<file path="src/rtl/mulacc_pkg.sv">
// Shared types and defaults for the multiply-accumulate accumulate stage.
package mulacc_pkg;

    typedef enum logic [1:0] {
        S_IDLE  = 2'd0,
        S_ACCUM = 2'd1,
        S_DONE  = 2'd2
    } state_t;

    localparam int PROD_W_DEFAULT = 8;
    localparam int ACC_W_DEFAULT  = 12;
    localparam int LEN_W_DEFAULT  = 4;

endpackage

</file>
<file path="src/rtl/mulacc_ext_add.sv">
// Extends a product to accumulator width, adds it, and flags overflow in the selected signedness.
// With MULACC_SAT_EN defined the result clamps to the mode's limit on overflow; otherwise it wraps.
module mulacc_ext_add
    import mulacc_pkg::*;
#(
    parameter int PROD_W = PROD_W_DEFAULT,
    parameter int ACC_W  = ACC_W_DEFAULT
) (
    input  logic [ACC_W-1:0]  acc,
    input  logic [PROD_W-1:0] prod,
    input  logic              is_signed,
    output logic [ACC_W-1:0]  result,
    output logic              ovf
);

    logic [ACC_W-1:0] ext;
    logic [ACC_W:0]   raw;

    always_comb begin
        ext = '0;
        ext[PROD_W-1:0] = prod;
        for (int i = PROD_W; i < ACC_W; i++) begin
            ext[i] = is_signed & prod[PROD_W-1];
        end
    end

    assign raw = {1'b0, acc} + {1'b0, ext};

    // Signed overflow: like-signed operands producing a result of the other sign.
    always_comb begin
        if (is_signed) begin
            ovf = (acc[ACC_W-1] == ext[ACC_W-1]) && (raw[ACC_W-1] != acc[ACC_W-1]);
        end else begin
            ovf = raw[ACC_W];
        end
    end

`ifdef MULACC_SAT_EN
    localparam logic [ACC_W-1:0] UMAX = {ACC_W{1'b1}};
    localparam logic [ACC_W-1:0] SMAX = {1'b0, {(ACC_W-1){1'b1}}};
    localparam logic [ACC_W-1:0] SMIN = {1'b1, {(ACC_W-1){1'b0}}};

    always_comb begin
        result = raw[ACC_W-1:0];
        if (ovf) begin
            if (!is_signed) begin
                result = UMAX;
            end else if (acc[ACC_W-1]) begin
                result = SMIN;
            end else begin
                result = SMAX;
            end
        end
    end
`else
    assign result = raw[ACC_W-1:0];
`endif

endmodule

</file>
<file path="src/rtl/mul_accumulator.sv">
// Sums a burst of unsigned or signed products into a wide accumulator and presents the total.
// Optional saturation is selected with MULACC_SAT_EN (see mulacc_ext_add).
module mul_accumulator
    import mulacc_pkg::*;
#(
    parameter int PROD_W = PROD_W_DEFAULT,
    parameter int ACC_W  = ACC_W_DEFAULT,
    parameter int LEN_W  = LEN_W_DEFAULT
) (
    input  logic              clk,
    input  logic              reset,
    input  logic              start,
    input  logic [LEN_W-1:0]  len,
    input  logic              is_signed,
    output logic              busy,
    input  logic              in_valid,
    output logic              in_ready,
    input  logic [PROD_W-1:0] prod,
    output logic              out_valid,
    input  logic              out_ready,
    output logic [ACC_W-1:0]  sum,
    output logic              ovf,
    output logic [1:0]        dbg_state
);

    // Handshakes: a transfer happens on a rising clk edge where valid && ready are both high;
    // a producer holding valid keeps its data stable until that edge, ready may change freely.

    state_t            state, state_nxt;
    logic [ACC_W-1:0]  acc;
    logic [LEN_W-1:0]  cnt;
    logic              mode_signed;
    logic              ovf_r;
    logic [ACC_W-1:0]  add_res;
    logic              add_ovf;
    logic              in_xfer;

    mulacc_ext_add #(
        .PROD_W (PROD_W),
        .ACC_W  (ACC_W)
    ) u_ext_add (
        .acc       (acc),
        .prod      (prod),
        .is_signed (mode_signed),
        .result    (add_res),
        .ovf       (add_ovf)
    );

    assign in_xfer = in_valid && in_ready;

    always_ff @(posedge clk or posedge reset) begin
        if (reset) begin
            state <= S_IDLE;
        end else begin
            state <= state_nxt;
        end
    end

    always_comb begin
        state_nxt = state;
        busy      = 1'b0;
        in_ready  = 1'b0;
        out_valid = 1'b0;
        case (state)
            S_IDLE: begin
                if (start) begin
                    state_nxt = (len == '0) ? S_DONE : S_ACCUM;
                end
            end
            S_ACCUM: begin
                busy     = 1'b1;
                in_ready = 1'b1;
                if (in_valid && cnt == LEN_W'(1)) begin
                    state_nxt = S_DONE;
                end
            end
            S_DONE: begin
                busy      = 1'b1;
                out_valid = 1'b1;
                if (out_ready) begin
                    state_nxt = S_IDLE;
                end
            end
            default: state_nxt = S_IDLE;
        endcase
    end

    always_ff @(posedge clk or posedge reset) begin
        if (reset) begin
            acc         <= '0;
            cnt         <= '0;
            mode_signed <= 1'b0;
            ovf_r       <= 1'b0;
        end else if (state == S_IDLE && start) begin
            acc         <= '0;
            cnt         <= len;
            mode_signed <= is_signed;
            ovf_r       <= 1'b0;
        end else if (in_xfer) begin
            acc   <= add_res;
            cnt   <= cnt - LEN_W'(1);
            ovf_r <= ovf_r | add_ovf;
        end
    end

    assign sum       = acc;
    assign ovf       = ovf_r;
    assign dbg_state = state;

endmodule

</file>
<file path="config.mk">
export PLATFORM = sky130hd
export DESIGN_NAME = mul_accumulator
export DESIGN_NICKNAME = d
export VERILOG_FILES = /design/src/rtl/mulacc_pkg.sv /design/src/rtl/mulacc_ext_add.sv /design/src/rtl/mul_accumulator.sv
export SDC_FILE = /design/constraint.sdc
export NUM_CORES = 1
export LEC_CHECK = 0
export ABC_AREA = 1
export CORE_ASPECT_RATIO = 0.9
export CORE_MARGIN = 8
export CORE_UTILIZATION = 50
export CTS_CLUSTER_SIZE = 14
export DETAILED_ROUTE_END_ITERATION = 10
export PLACE_DENSITY = 0.8
export REMOVE_ABC_BUFFERS = 1
export SLEW_MARGIN = 20
export SYNTH_ARGS = -nofsm -noshare
export SYNTH_HDL_FRONTEND = slang
export SYNTH_SLANG_ARGS = --single-unit
</file>
<file path="constraint.sdc">
create_clock -name clk -period 4.8 [get_ports clk]
set_input_delay 0.48 -clock clk [delete_from_list [all_inputs] [get_ports clk]]
set_output_delay 0.48 -clock clk [all_outputs]
set_load 0.005 [all_outputs]
</file>
==> run_results.csv <==
group,metric,value,unit
run_status,status,"finished, final reports clean",
clock_tree,postCtsHoldBufs,0,
worst_setup_path,critical_path_arrival,2580,ps
place,port_buffers,35,
place,placed_cell_area,1930,um2
sta,maxSlewViolCount,0,
place,pre_cts_slack,2120,ps
job,maxCapViolCount,0,
worst_setup_path,reg2regPathDepth,11,
sta,max_freq,419,MHz
worst_setup_path,worst_r2r_endpoint,"sum[10]",
sta,finalSetupViolations,0,
global_route,grt_usage,16.0,%
cells_and_area,design_area,1960,um2
clock_tree,post_cts_buffers,0,
cells_and_area,area_delta_synth_final,28.8,%
worst_setup_path,crit_path_end_kind,"flop",
logic_synthesis,yosys.area.top_type,"dfrtp_1",
clock_tree,tritoncts,"yes",
power_and_ir_drop,finalPower,996,uW
power_and_ir_drop,p_leak,0.000968,uW
route,routed_wl,3.65,mm
sta,setup-tns-final,0,ps
logic_synthesis,yosysWarnings,0,
cells_and_area,nFillCells,265,
global_route,antenna_found_initial,0,
place,hpwlAfterDp,2.93,mm
route,drt-wirelength-per-cell,12.6,um
global_route,grt_pass1_vias,1455,
clock_tree,clk_latency,310,ps
logic_synthesis,syn_area_per_cell,7.32,um2
route,vias,1505,
worst_setup_path,critPathLaunch,"prod[0]",
die,dieHeight,68.4,um
logic_synthesis,ys_seq_area_share,32.9,%
sta,fin_skew,10.9,ps
cells_and_area,instances_no_fill,289,
sta,postLayoutSetupSlackWorst,2410,ps
logic_synthesis,synthTopCellsByArea,"dfrtp_1, nand2_1, ha_1, inv_1, o21ai_0",
clock_tree,postCtsResizedCells,0,
global_route,grt_max_degree,21,
die,fp-row-count,19,
sta,fin_crit,2390,ps
cells_and_area,drive_above_1_share,8.91,%
die,pin_count,36,
global_route,met1_usage,20.7,%
sta,slew_headroom,47.9,%
die,core,2970,um2
worst_setup_path,crit_type,"primary input to flop",
sta,hold_viol_final,0,
global_route,grt-ovfl-total,0,
clock_tree,cts_max_level,1,
route,firstDrtPassIters,4,
cells_and_area,antennaDiodeCount,0,
power_and_ir_drop,vdd_drop_max,0.335,mV
die,die_area,5070,um2
logic_synthesis,synth-compound-area-share,17.4,%
worst_setup_path,r2r_slack,2660,ps
global_route,grtUsageMet2,25.1,%
place,finalWeightedCongestion,0.905,
logic_synthesis,synth_cell_types,26,
worst_setup_path,cp_max_fo,4,
die,start_util,51.2,%
power_and_ir_drop,p_per_area,507,nW/um2
logic_synthesis,synth_top_cell_area_share,32.9,%
worst_setup_path,cp-start-kind,"primary input",
clock_tree,cts.sinks,20,
logic_synthesis,yosys.area_share.simple,26.2,%
worst_setup_path,cp.required,4990,ps
cells_and_area,final_nets,281,
global_route,grtUsageMet3,3.37,%
place,place_inst,285,
logic_synthesis,synthCells,208,
die,die_w,74.2,um
clock_tree,clk_path_buf_depth,2,
global_route,grt_pass1_wl,6.35,mm
logic_synthesis,muxShareOfSynthArea,0,%
sta,rsz0062_at_grt,"false",
cells_and_area,regArea,500,um2
route,drt_iter0_markers,120,
clock_tree,cts_root_buf,"clkbuf_4",
clock_tree,clk_pin_slew,120,ps
global_route,busiest_layer,"met2",
logic_synthesis,synthAdderAreaFrac,12.8,%
clock_tree,cts_buffers,3,
cells_and_area,multi_input_area,886,um2
route,drc,0,
logic_synthesis,synth_xor_area_share,1.73,%
logic_synthesis,ys_seq_elements,20,
logic_synthesis,synth_area,1520,um2
worst_setup_path,r2r-start,"sum[0]",
logic_synthesis,synth_top_family_by_area,"simple AND/OR/NAND/NOR gates",
sta,worst_slew_pin_slew,781,ps
worst_setup_path,endpoint,"sum[10]",
route,viasPerCell,5.21,
sta,final.period_utilization,49.8,%
route,antenna_left,0,
min_path,min_path_type,"flop to flop",
## state kept, by name, summed over array words and instances (netlist names)
signal / flops
mode_signed: 1
ovf: 1
sum: 12
dbg_state: 2
cnt: 4
## report_power, final
| part | internal [uW] | switching, uW | leakage, uW |
|---|---|---|---|
| Sequential | 234 | 55.9 | 0.000261 |
| Clock | 46.3 | 54.1 | 0.0000210 |
| Combinational | 274 | 331 | 0.000686 |
## cell type report
cell class | count | share of cell area [%]
Inverter | 36 | 6.95
Tap cell | 42 | 2.68
Clock buffer | 4 | 1.85
Sequential cell | 20 | 25.5
Multi-Input combinational cell | 152 | 45.2
Timing Repair Buffer | 35 | 17.9
## synth_stat cells
library cell and instances:
nand3_2 1, a32o_1 2, o211ai_1 1, nand3_1 13, nor2_1 12, o22ai_1 5, clkinv_2 1, nand2_2 7
or2_2 2, o311ai_0 1, a21oi_1 12, o21ai_0 14, a22o_1 1, o221ai_1 3, nand2_1 51, inv_2 3
xor2_1 2, dfrtp_1 20, fa_1 1, nand4_1 3, a21oi_2 2, ha_1 14, nor2_2 2, xnor2_1 1
o21bai_1 2, inv_1 32
## stage by stage
stage	utilization (%)	hold slack [ps]
2_1_floorplan	-	444
3_3_place_gp	64.8	503
3_5_place_dp	64.8	506
4_1_cts	66.0	535
5_1_grt	66.0	566
6_report	66.0	534
## cells in the final DEF, fill, tap and decap left out
| master | n |
|---|---|
| nand2_1 | 51 |
| clkdlybuf4s50_1 | 35 |
| inv_1 | 32 |
| dfrtp_1 | 20 |
| o21ai_0 | 14 |
| ha_1 | 14 |
| nand3_1 | 13 |
| nor2_1 | 12 |
| a21oi_1 | 12 |
| nand2_2 | 7 |
| o22ai_1 | 5 |
| inv_2 | 3 |
| o221ai_1 | 3 |
| nand4_1 | 3 |
| clkbuf_4 | 3 |
| a21oi_2 | 2 |
| nor2_2 | 2 |
| xor2_1 | 2 |
| or2_2 | 2 |
| a32o_1 | 2 |
| o21bai_1 | 2 |
| o311ai_0 | 1 |
| nand3_2 | 1 |
| clkinv_2 | 1 |
| xnor2_1 | 1 |
| a22o_1 | 1 |
| o211ai_1 | 1 |
| fa_1 | 1 |
| clkbuf_8 | 1 |
## layer usage
metal / share of wire [%] / vias up
met1: 46 / 687
met2: 47 / 46
met3: 5.3 / 6
met5: 0 / -
met4: 1.7 / 0
li1: - / 766
## logic make-up after synthesis
group	after synthesis
AOI/OAI and AO/OA	43
adders and majority gates	15
buffers and inverters	36
and+or+nand+nor	91
DFF	20
xor gates and xnor gates	3
## worst max-delay path: stages
cell             delay, ps
clkdlybuf4s50_1        460
ha_1                   160
inv_1                   50
fa_1                   400
o21ai_0                400
a21oi_1                140
inv_1                  110
nand2_1                 60
nand2_1                 70
a21oi_1                 60
o21ai_0                 80
o21ai_0                120
## worst min-delay path by stage
stage / from / endpoint / slack [ps] / depth (start not counted)
4_1_cts: sum[6] / sum[6] / 530 / 2
2_1_floorplan: reset / cnt[0] / 440 / 1
3_5_place_dp: sum[6] / sum[6] / 510 / 2
3_3_place_gp: sum[6] / sum[6] / 500 / 2
6_report: sum[5] / sum[5] / 530 / 1
5_1_grt: ovf / ovf / 570 / 2
(Power assumes the default switching activity.)
